===== src/rtl/gray_decoder_seq.sv =====
// ============================================================================
// gray_decoder_seq : bit-serial Gray-to-binary decoder, MSB first, valid/ready
// Optional: GRAY_STEP_CHECK_EN adds step_err (unit-distance check on inputs)
// Revision: 1.0
// ============================================================================
`default_nettype none

module gray_decoder_seq #(
  parameter int WIDTH = 4
) (
  input  logic             clk,
  input  logic             rst_n,
  input  logic             in_valid,
  output logic             in_ready,
  input  logic [WIDTH-1:0] in_gray,
  output logic             out_valid,
  input  logic             out_ready,
  output logic [WIDTH-1:0] out_binary,
  output logic             busy
`ifdef GRAY_STEP_CHECK_EN
  ,
  output logic             step_err
`endif
);

  localparam int IDX_W = (WIDTH > 1) ? $clog2(WIDTH) : 1;
  localparam logic [IDX_W-1:0] IDX_START = IDX_W'((WIDTH > 1) ? WIDTH - 2 : 0);

  typedef enum logic [1:0] {
    IDLE   = 2'd0,
    DECODE = 2'd1,
    HOLD   = 2'd2
  } state_t;

  state_t           state_q, state_d;
  logic [WIDTH-1:0] gray_q, gray_d;
  logic [WIDTH-1:0] bin_q, bin_d;
  logic [IDX_W-1:0] idx_q, idx_d;

  logic             accept;
  logic             release_w;
  logic [WIDTH-1:0] bin_above;

  assign accept     = (state_q == IDLE) && in_valid;
  assign release_w  = (state_q == HOLD) && out_ready;
  // bin_above[i] is the already-decoded bit i+1, so no idx+1 arithmetic is needed
  assign bin_above  = bin_q >> 1;

  assign in_ready   = (state_q == IDLE);
  assign out_valid  = (state_q == HOLD);
  assign busy       = (state_q != IDLE);
  assign out_binary = bin_q;

  always_ff @(posedge clk) begin
    if (!rst_n) begin
      state_q <= IDLE;
      gray_q  <= '0;
      bin_q   <= '0;
      idx_q   <= '0;
    end else begin
      state_q <= state_d;
      gray_q  <= gray_d;
      bin_q   <= bin_d;
      idx_q   <= idx_d;
    end
  end

  always_comb begin
    state_d = state_q;
    gray_d  = gray_q;
    bin_d   = bin_q;
    idx_d   = idx_q;
    unique case (state_q)
      IDLE: begin
        if (accept) begin
          gray_d           = in_gray;
          bin_d            = '0;
          bin_d[WIDTH-1]   = in_gray[WIDTH-1];
          idx_d            = IDX_START;
          state_d          = (WIDTH == 1) ? HOLD : DECODE;
        end
      end
      DECODE: begin
        bin_d[idx_q] = bin_above[idx_q] ^ gray_q[idx_q];
        if (idx_q == '0) begin
          state_d = HOLD;
        end else begin
          idx_d = idx_q - IDX_W'(1);
        end
      end
      HOLD: begin
        if (release_w) begin
          state_d = IDLE;
        end
      end
      default: state_d = IDLE;
    endcase
  end

`ifdef GRAY_STEP_CHECK_EN
  logic [WIDTH-1:0] prev_q, prev_d;
  logic             have_prev_q, have_prev_d;
  logic             err_q, err_d;
  logic [WIDTH-1:0] step_diff;
  logic             unit_step;

  assign step_diff = prev_q ^ in_gray;
  // Exactly one bit differs: non-zero and a power of two
  assign unit_step = (step_diff != '0) && ((step_diff & (step_diff - WIDTH'(1))) == '0);

  always_ff @(posedge clk) begin
    if (!rst_n) begin
      prev_q      <= '0;
      have_prev_q <= 1'b0;
      err_q       <= 1'b0;
    end else begin
      prev_q      <= prev_d;
      have_prev_q <= have_prev_d;
      err_q       <= err_d;
    end
  end

  always_comb begin
    prev_d      = prev_q;
    have_prev_d = have_prev_q;
    err_d       = err_q;
    if (accept) begin
      err_d       = have_prev_q && !unit_step;
      prev_d      = in_gray;
      have_prev_d = 1'b1;
    end else if (release_w) begin
      err_d = 1'b0;
    end
  end

  assign step_err = err_q && (state_q == HOLD);
`endif

endmodule

`default_nettype wire


===== config.mk =====
export PLATFORM = sky130hd
export DESIGN_NAME = gray_decoder_seq
export DESIGN_NICKNAME = d
export VERILOG_FILES = /design/src/rtl/gray_decoder_seq.sv
export SDC_FILE = /design/constraint.sdc
export NUM_CORES = 1
export LEC_CHECK = 0
export CAP_MARGIN = 20
export CORE_AREA = 10 10 47 49
export DETAILED_ROUTE_END_ITERATION = 16
export DIE_AREA = 0 0 57 59
export DONT_BUFFER_PORTS = 1
export GPL_TIMING_DRIVEN = 0
export PLACE_DENSITY = 0.66
export SYNTH_ARGS = -nofsm -noshare
export SYNTH_HDL_FRONTEND = slang
export SYNTH_SLANG_ARGS = --single-unit

===== constraint.sdc =====
create_clock -name clk -period 2.7 [get_ports clk]
set_input_delay 0.54 -clock clk [delete_from_list [all_inputs] [get_ports clk]]
set_output_delay 0.54 -clock clk [all_outputs]
set_load 0.005 [all_outputs]

==> results of run 1 <==
-- metrics by stage --
stage	instance area [sq um]	std cells	worst slack [ns]	util, %	hold slack [ns]
after CTS	687	101	0.890	49.0	0.384
after global placement	664	98	1.18	47.4	0.449
after floorplan	644	82	1.32	-	0.433
after detailed placement	664	98	1.19	47.4	0.454
final	687	101	0.908	49.0	0.390
after global routing	687	101	0.808	49.0	0.385
-- worst reg2reg max path, stage by stage, from the launching register on --
cell and delay, ns:
dfxtp_1 0.36, xor2_1 0.18, mux4_2 0.48, and3_1 0.19, o21a_1 0.16
-- flip-flops by register name, summed over array words and instances, names as in the netlist --
| name | count |
|---|---|
| idx_q | 2 |
| out_binary | 4 |
| gray_q | 4 |
| state_q | 2 |
-- report_power, final --
group,switching [mW],internal [mW]
Clock,0.0560,0.0515
Sequential,0.0116,0.190
Combinational,0.0504,0.0314
-- worst max path at each step --
| stage | cells after the start | endpoint | startpoint |
|---|---|---|---|
| after floorplan | 3 | busy | state_q[1] |
| after global placement | 3 | busy | state_q[1] |
| after detailed placement | 5 | out_binary[3] | in_valid |
| after CTS | 3 | busy | state_q[1] |
| after global routing | 3 | busy | state_q[1] |
| final | 3 | busy | state_q[1] |
-- kinds of logic after synthesis --
kind of cell	synth area share, %
flops	37.3
mux	5.05
compound gates	17.7
xor+xnor	4.08
simple gates	22.7
fa+ha+maj	7.77
buf+inv	5.44
-- cell usage in the layout, fill, tap and decap left out --
cell / n
a221oi_1: 2
clkinv_1: 1
ha_1: 4
clkbuf_1: 2
xor2_1: 3
nand2_1: 9
a31oi_1: 1
a22oi_1: 1
nor3_1: 2
nor2b_1: 5
o21a_1: 1
o21ai_0: 8
a21oi_1: 7
clkbuf_4: 3
mux2i_1: 1
nor2_1: 8
nand3_1: 7
buf_2: 1
mux4_2: 1
and3_1: 1
dfxtp_1: 12
inv_1: 5
-- cell type report --
cell class	count	share of cell area (%)
Sequential cell	12	35.0
Tap cell	16	2.91
Multi-Input combinational cell	61	53.7
Buffer	3	1.82
Clock buffer	3	3.28
Inverter	6	3.28
-- routing by layer --
layer  vias to the layer above  global-route usage, %
met5                         -                      0
met4                         0                   2.01
met3                         0                   4.94
met2                        13                   14.4
met1                       269                   8.86
li1                        287                      -
==> results.json, run 1 <==
{
  "vias_per_cell": 5.63,
  "track_usage_pct": 8.50,
  "pin_count": 15,
  "portBuffers": 0,
  "worst_slew_pin_slew_ns": 0.447,
  "topRoutingLayerUsed": "met3",
  "yosysTopAreaCellShare_pct": 37.3,
  "min_path_cells": 1,
  "gp_congestion": 0.782,
  "dp_hpwl_microns": 1100,
  "core_sq_mm": 0.00140,
  "area_delta_synth_final_pct": 6.60,
  "ys_seq_elements": 12,
  "drt-total-wl_microns": 1430,
  "hold_end": "out_binary[3]",
  "cap_violations": 0,
  "htree_levels": 1,
  "drt_iter0_markers": 18,
  "fp-row-count": 14,
  "end_kind": "output port",
  "num_vias": 569,
  "drt-pass1-iter-count": 4,
  "synth_area_leaders": "dfxtp_1, ha_1, o21ai_0",
  "postSynthAreaPerCell_sq_um": 7.86,
  "final_max_slew_viol_count": 0,
  "synth_ff_type": "dfxtp_1",
  "cts_sinks": 12,
  "cts_tree": "built",
  "ant_nets": 0,
  "ys_seq_area_share_pct": 37.3,
  "synth_most_common_cell": "dfxtp_1",
  "max_freq_ghz": 0.558,
  "cts_buffer_depth": 2,
  "antenna_cells": 0,
  "post_cts_buffers": 0,
  "path_max_fanout": 10,
  "cp_slowest_cell": "nor2_1",
  "power.total_uw": 391,
  "cts_hold_buf": 0,
  "clk_latency_ns": 0.27,
  "synth_nets": 94,
  "hold_path_class": "input port to flop",
  "synth-edff-count": 0,
  "antenna_found_initial": 0,
  "regArea_sq_um": 240,
  "grt_max_degree": 11,
  "setup-violations-final": 0,
  "cts-resized-gates": 0,
  "synthCells": 82,
  "hp-start": "rst_n",
  "multi_input_area_sq_um": 369,
  "cp_cell_sequence": "buf_2, nor2_1, inv_1",
  "crit_required_ns": 2.16,
  "finalCritPeriodShare_pct": 66.4,
  "grt_pass1_vias": 517,
  "cts_root_buf": "clkbuf_4",
  "clk_pin_slew_ns": 0.07,
  "grt_pass1_wl_microns": 2340,
  "die_x_microns": 57,
  "slew_headroom_pct": 70.1,
  "fin_worst_skew_ns": 0.00205,
  "overflow": 0,
  "hold_viol": 0,
  "synth_area_sq_um": 644,
  "synth.distinct_cells": 21,
  "wl_per_cell_microns": 14.2,
  "drcViolationCount": 0,
  "path_class": "flop to output port",
  "ir_drop_mv": 0.408,
  "cp.arrival_ns": 1.25,
  "fp.dieH_microns": 59,
  "yosysWarningCount": 0,
  "startpoint_type": "flop",
  "wl_met2_microns": 671,
  "fin_tns_setup_ns": 0,
  "rr_startpoint": "out_binary[2]",
  "post-synth-top-area-cell": "dfxtp_1",
  "synthTopCellsByCount": "dfxtp_1, nand2_1, nor2_1, o21ai_0",
  "critical-path-top-delay-family": "simple AND/OR/NAND/NOR gates",
  "die_area_sq_mm": 0.00336,
  "crit_buf_inv": 2,
  "drive_gt1_share_pct": 5.88,
  "period_needed_ns": 1.79,
  "rsz0062_at_grt": "no",
  "start_util_pct": 46.0,
  "cp_slowest_stage_delay_ns": 0.39,
  "nets": 99,
  "cellPowerDensity_mw_per_mm2": 569,
  "rrSetupSlack_ns": 1.24,
  "fill_cells": 134,
  "numCtsBuffers": 3,
  "drt-met1-wl_microns": 658,
  "p_leak_nw": 0.291,
  "dr_wl_met3_microns": 99,
  "outcome": "complete, no violations",
  "reg2reg_depth": 4,
  "r2r_end": "out_binary[3]",
  "async_flop_share_pct": 0
}
Note: power is estimated with default switching activity, not from simulation.
==> run 2, diff against run 1 <==
==> config.mk (replaced) <==
export PLATFORM = sky130hd
export DESIGN_NAME = gray_decoder_seq
export DESIGN_NICKNAME = d
export VERILOG_FILES = /design/src/rtl/gray_decoder_seq.sv
export SDC_FILE = /design/constraint.sdc
export NUM_CORES = 1
export LEC_CHECK = 0
export ABC_AREA = 1
export CAP_MARGIN = 20
export CORE_MARGIN = 10
export CORE_UTILIZATION = 50
export DETAILED_ROUTE_END_ITERATION = 16
export DONT_BUFFER_PORTS = 1
export GPL_TIMING_DRIVEN = 0
export PLACE_DENSITY = 0.71
export SYNTH_ARGS = -nofsm -noshare
export SYNTH_HDL_FRONTEND = slang
export SYNTH_SLANG_ARGS = --single-unit
==> constraint.sdc (replaced) <==
create_clock -name clk -period 1.6 [get_ports clk]
set_input_delay 0.32 -clock clk [delete_from_list [all_inputs] [get_ports clk]]
set_output_delay 0.32 -clock clk [all_outputs]
set_load 0.005 [all_outputs]
==> run 2 against run 1 <==
Cell area grew 5.1%. Synthesized area grew 5.6%. Final cell count grew 17%. Hold slack lost 0.22 ns. Critical endpoint is now idx_q[0]. Largest cell class unchanged.
==> results.json, run 2 <==
{
  "startpoint_type": "flop",
  "gp_congestion": 0.807,
  "finalCritPeriodShare_pct": 83.9,
  "post_cts_buffers": 0,
  "cap_violations": 0,
  "area_delta_synth_final_pct": 6.07,
  "numCtsBuffers": 3,
  "yosysTopAreaCellShare_pct": 35.3,
  "cts_hold_buf": 0,
  "grt_max_degree": 11,
  "cts_root_buf": "clkbuf_4",
  "cts_sinks": 12,
  "synth_area_leaders": "dfxtp_1, nand2_1, inv_1",
  "cp_cell_sequence": "inv_2, ha_1, o21ai_2, inv_1, a21oi_1, nor2_1",
  "clk_latency_ns": 0.27,
  "antenna_found_initial": 0,
  "track_usage_pct": 8.95,
  "end_kind": "flop",
  "grt_pass1_vias": 531,
  "postSynthAreaPerCell_sq_um": 6.81,
  "post-route-util_pct": 56.2,
  "fp-row-count": 13,
  "max_freq_ghz": 0.745,
  "pre_cts_ws_ns": 0.273,
  "antenna_cells": 0,
  "fin_worst_skew_ns": 0.00534,
  "period_needed_ns": 1.34,
  "drt-total-wl_microns": 1420,
  "synth_most_common_cell": "nand2_1",
  "synth-edff-count": 0,
  "hold_viol": 0,
  "cts-resized-gates": 0,
  "crit_required_ns": 1.76,
  "pin_count": 15,
  "synth.distinct_cells": 17,
  "setup_ws_ns": 0.257,
  "die_area_sq_mm": 0.00324,
  "reg2reg_depth": 6,
  "core_sq_mm": 0.00128,
  "yosysWarningCount": 0,
  "synth_area_sq_um": 681,
  "num_vias": 597,
  "cp.arrival_ns": 1.51,
  "setup-violations-final": 0,
  "ys_seq_area_share_pct": 35.3,
  "rrSetupSlack_ns": 0.26,
  "drcViolationCount": 0,
  "slew_headroom_pct": 81.7,
  "rsz0062_at_grt": "no",
  "fp.dieH_microns": 56.9,
  "path_class": "flop to flop",
  "cp_slowest_cell": "dfxtp_1",
  "ys_seq_elements": 12,
  "vias_per_cell": 5.06,
  "ant_nets": 0,
  "ir_drop_mv": 0.497,
  "fill_cells": 125,
  "wl_per_cell_microns": 12.0,
  "cp_slowest_stage_delay_ns": 0.46,
  "cts_buffer_depth": 2,
  "drt-pass1-iter-count": 4,
  "p_leak_nw": 0.360,
  "path_max_fanout": 7,
  "htree_levels": 1,
  "crit_start": "idx_q[0]",
  "rr_startpoint": "idx_q[0]",
  "nets": 117,
  "drt_iter0_markers": 5,
  "overflow": 0,
  "crit_path_end": "idx_q[0]",
  "synth_ff_type": "dfxtp_1",
  "post-synth-top-area-cell": "dfxtp_1",
  "start_util_pct": 53.0,
  "worst_slew_pin_slew_ns": 0.271,
  "cellPowerDensity_mw_per_mm2": 969,
  "synth_nets": 112,
  "hold_path_class": "input port to flop",
  "fin_tns_setup_ns": 0,
  "grt_pass1_wl_microns": 2330,
  "outcome": "complete, no violations",
  "cts_tree": "built",
  "async_flop_share_pct": 0,
  "clk_pin_slew_ns": 0.07,
  "drive_gt1_share_pct": 11.7,
  "final_max_slew_viol_count": 0,
  "dp_hpwl_microns": 1140,
  "final_common_cell": "nand2_1",
  "synthTopCellsByCount": "nand2_1, inv_1, dfxtp_1, a21oi_1, nand3_1",
  "die_x_microns": 56.9,
  "r2r_end": "idx_q[0]",
  "portBuffers": 0,
  "synthCells": 100,
  "mostFrequentLayoutCells": "nand2_1, inv_1, dfxtp_1"
}
## run 2: cell count changes after synthesis, moves of 3 or more
cell / before / now
a21oi_1: 7 / 10
inv_1: 5 / 19
xor2_1: 3 / 0
nand2_1: 9 / 20
nor2b_1: 5 / 0
## run 2: logic make-up (layout without fill, tap and decap cells)
family          Yosys count  count (layout)  share of synthesized area, %
flops                    12              12                          35.3
buf+inv                  22              25                          13.2
simple gates             40              40                          25.6
fa+ha+maj                 4               4                          7.35
compound gates           22              22                          18.6
## run 2: power by group
group	switching (mW)	leakage (nW)	total [mW]	internal, mW
sequential	0.0255	0.0987	0.351	0.326
combinational	0.106	0.247	0.164	0.0584
clock	0.0971	0.0138	0.184	0.0872
## run 2: through the flow
| step | total power, mW | area [sq um] | hold WS (ns) | cells |
|---|---|---|---|---|
| floorplan | 0.488 | 681 | 0.443 | 100 |
| global placement | 0.517 | 699 | 0.452 | 115 |
| detailed placement | 0.522 | 699 | 0.452 | 115 |
| CTS | 0.703 | 722 | 0.170 | 118 |
| global route | 0.748 | 722 | 0.171 | 118 |
| finish | 0.699 | 722 | 0.174 | 118 |
## run 2: routing by layer
layer  wire (microns)  GRT usage [%]  share of wire [%]  up-vias
met5                0              0                  0        -
met4               33           6.04                2.3        0
met3              121           4.04                8.5        5
met2              573           12.7                 40       18
met1              691           10.4                 49      254
li1                 -              -                  -      320
## run 2: worst min-delay path by stage
stage | start | to | slack [ns] | depth (start not counted)
2_1_floorplan | rst_n | idx_q[1] | 0.44 | 2
3_3_place_gp | rst_n | idx_q[1] | 0.45 | 2
3_5_place_dp | rst_n | idx_q[1] | 0.45 | 2
4_1_cts | rst_n | idx_q[1] | 0.17 | 2
5_1_grt | rst_n | idx_q[1] | 0.17 | 2
6_report | rst_n | gray_q[1] | 0.17 | 2
## run 2: cell type report
type                       count  area [sq um]  area share [%]
buffer                         1          11.3            1.56
clock buffer                   3          22.5            3.12
inverter                      21          78.8            10.9
multi-input combinational     66           350            48.5
sequential                    12           240            33.3
tap                           15          18.8            2.60
## run 2: critical path, delay by kind of cell, from the launching register on
family                   cells  cell delay (ns)
AND/OR/NAND/NOR              1             0.05
AO/OA/AOI/OAI                2             0.30
buffers and inverters        2             0.20
flip-flops                   1             0.46
adder cells (fa/ha/maj)      1             0.23
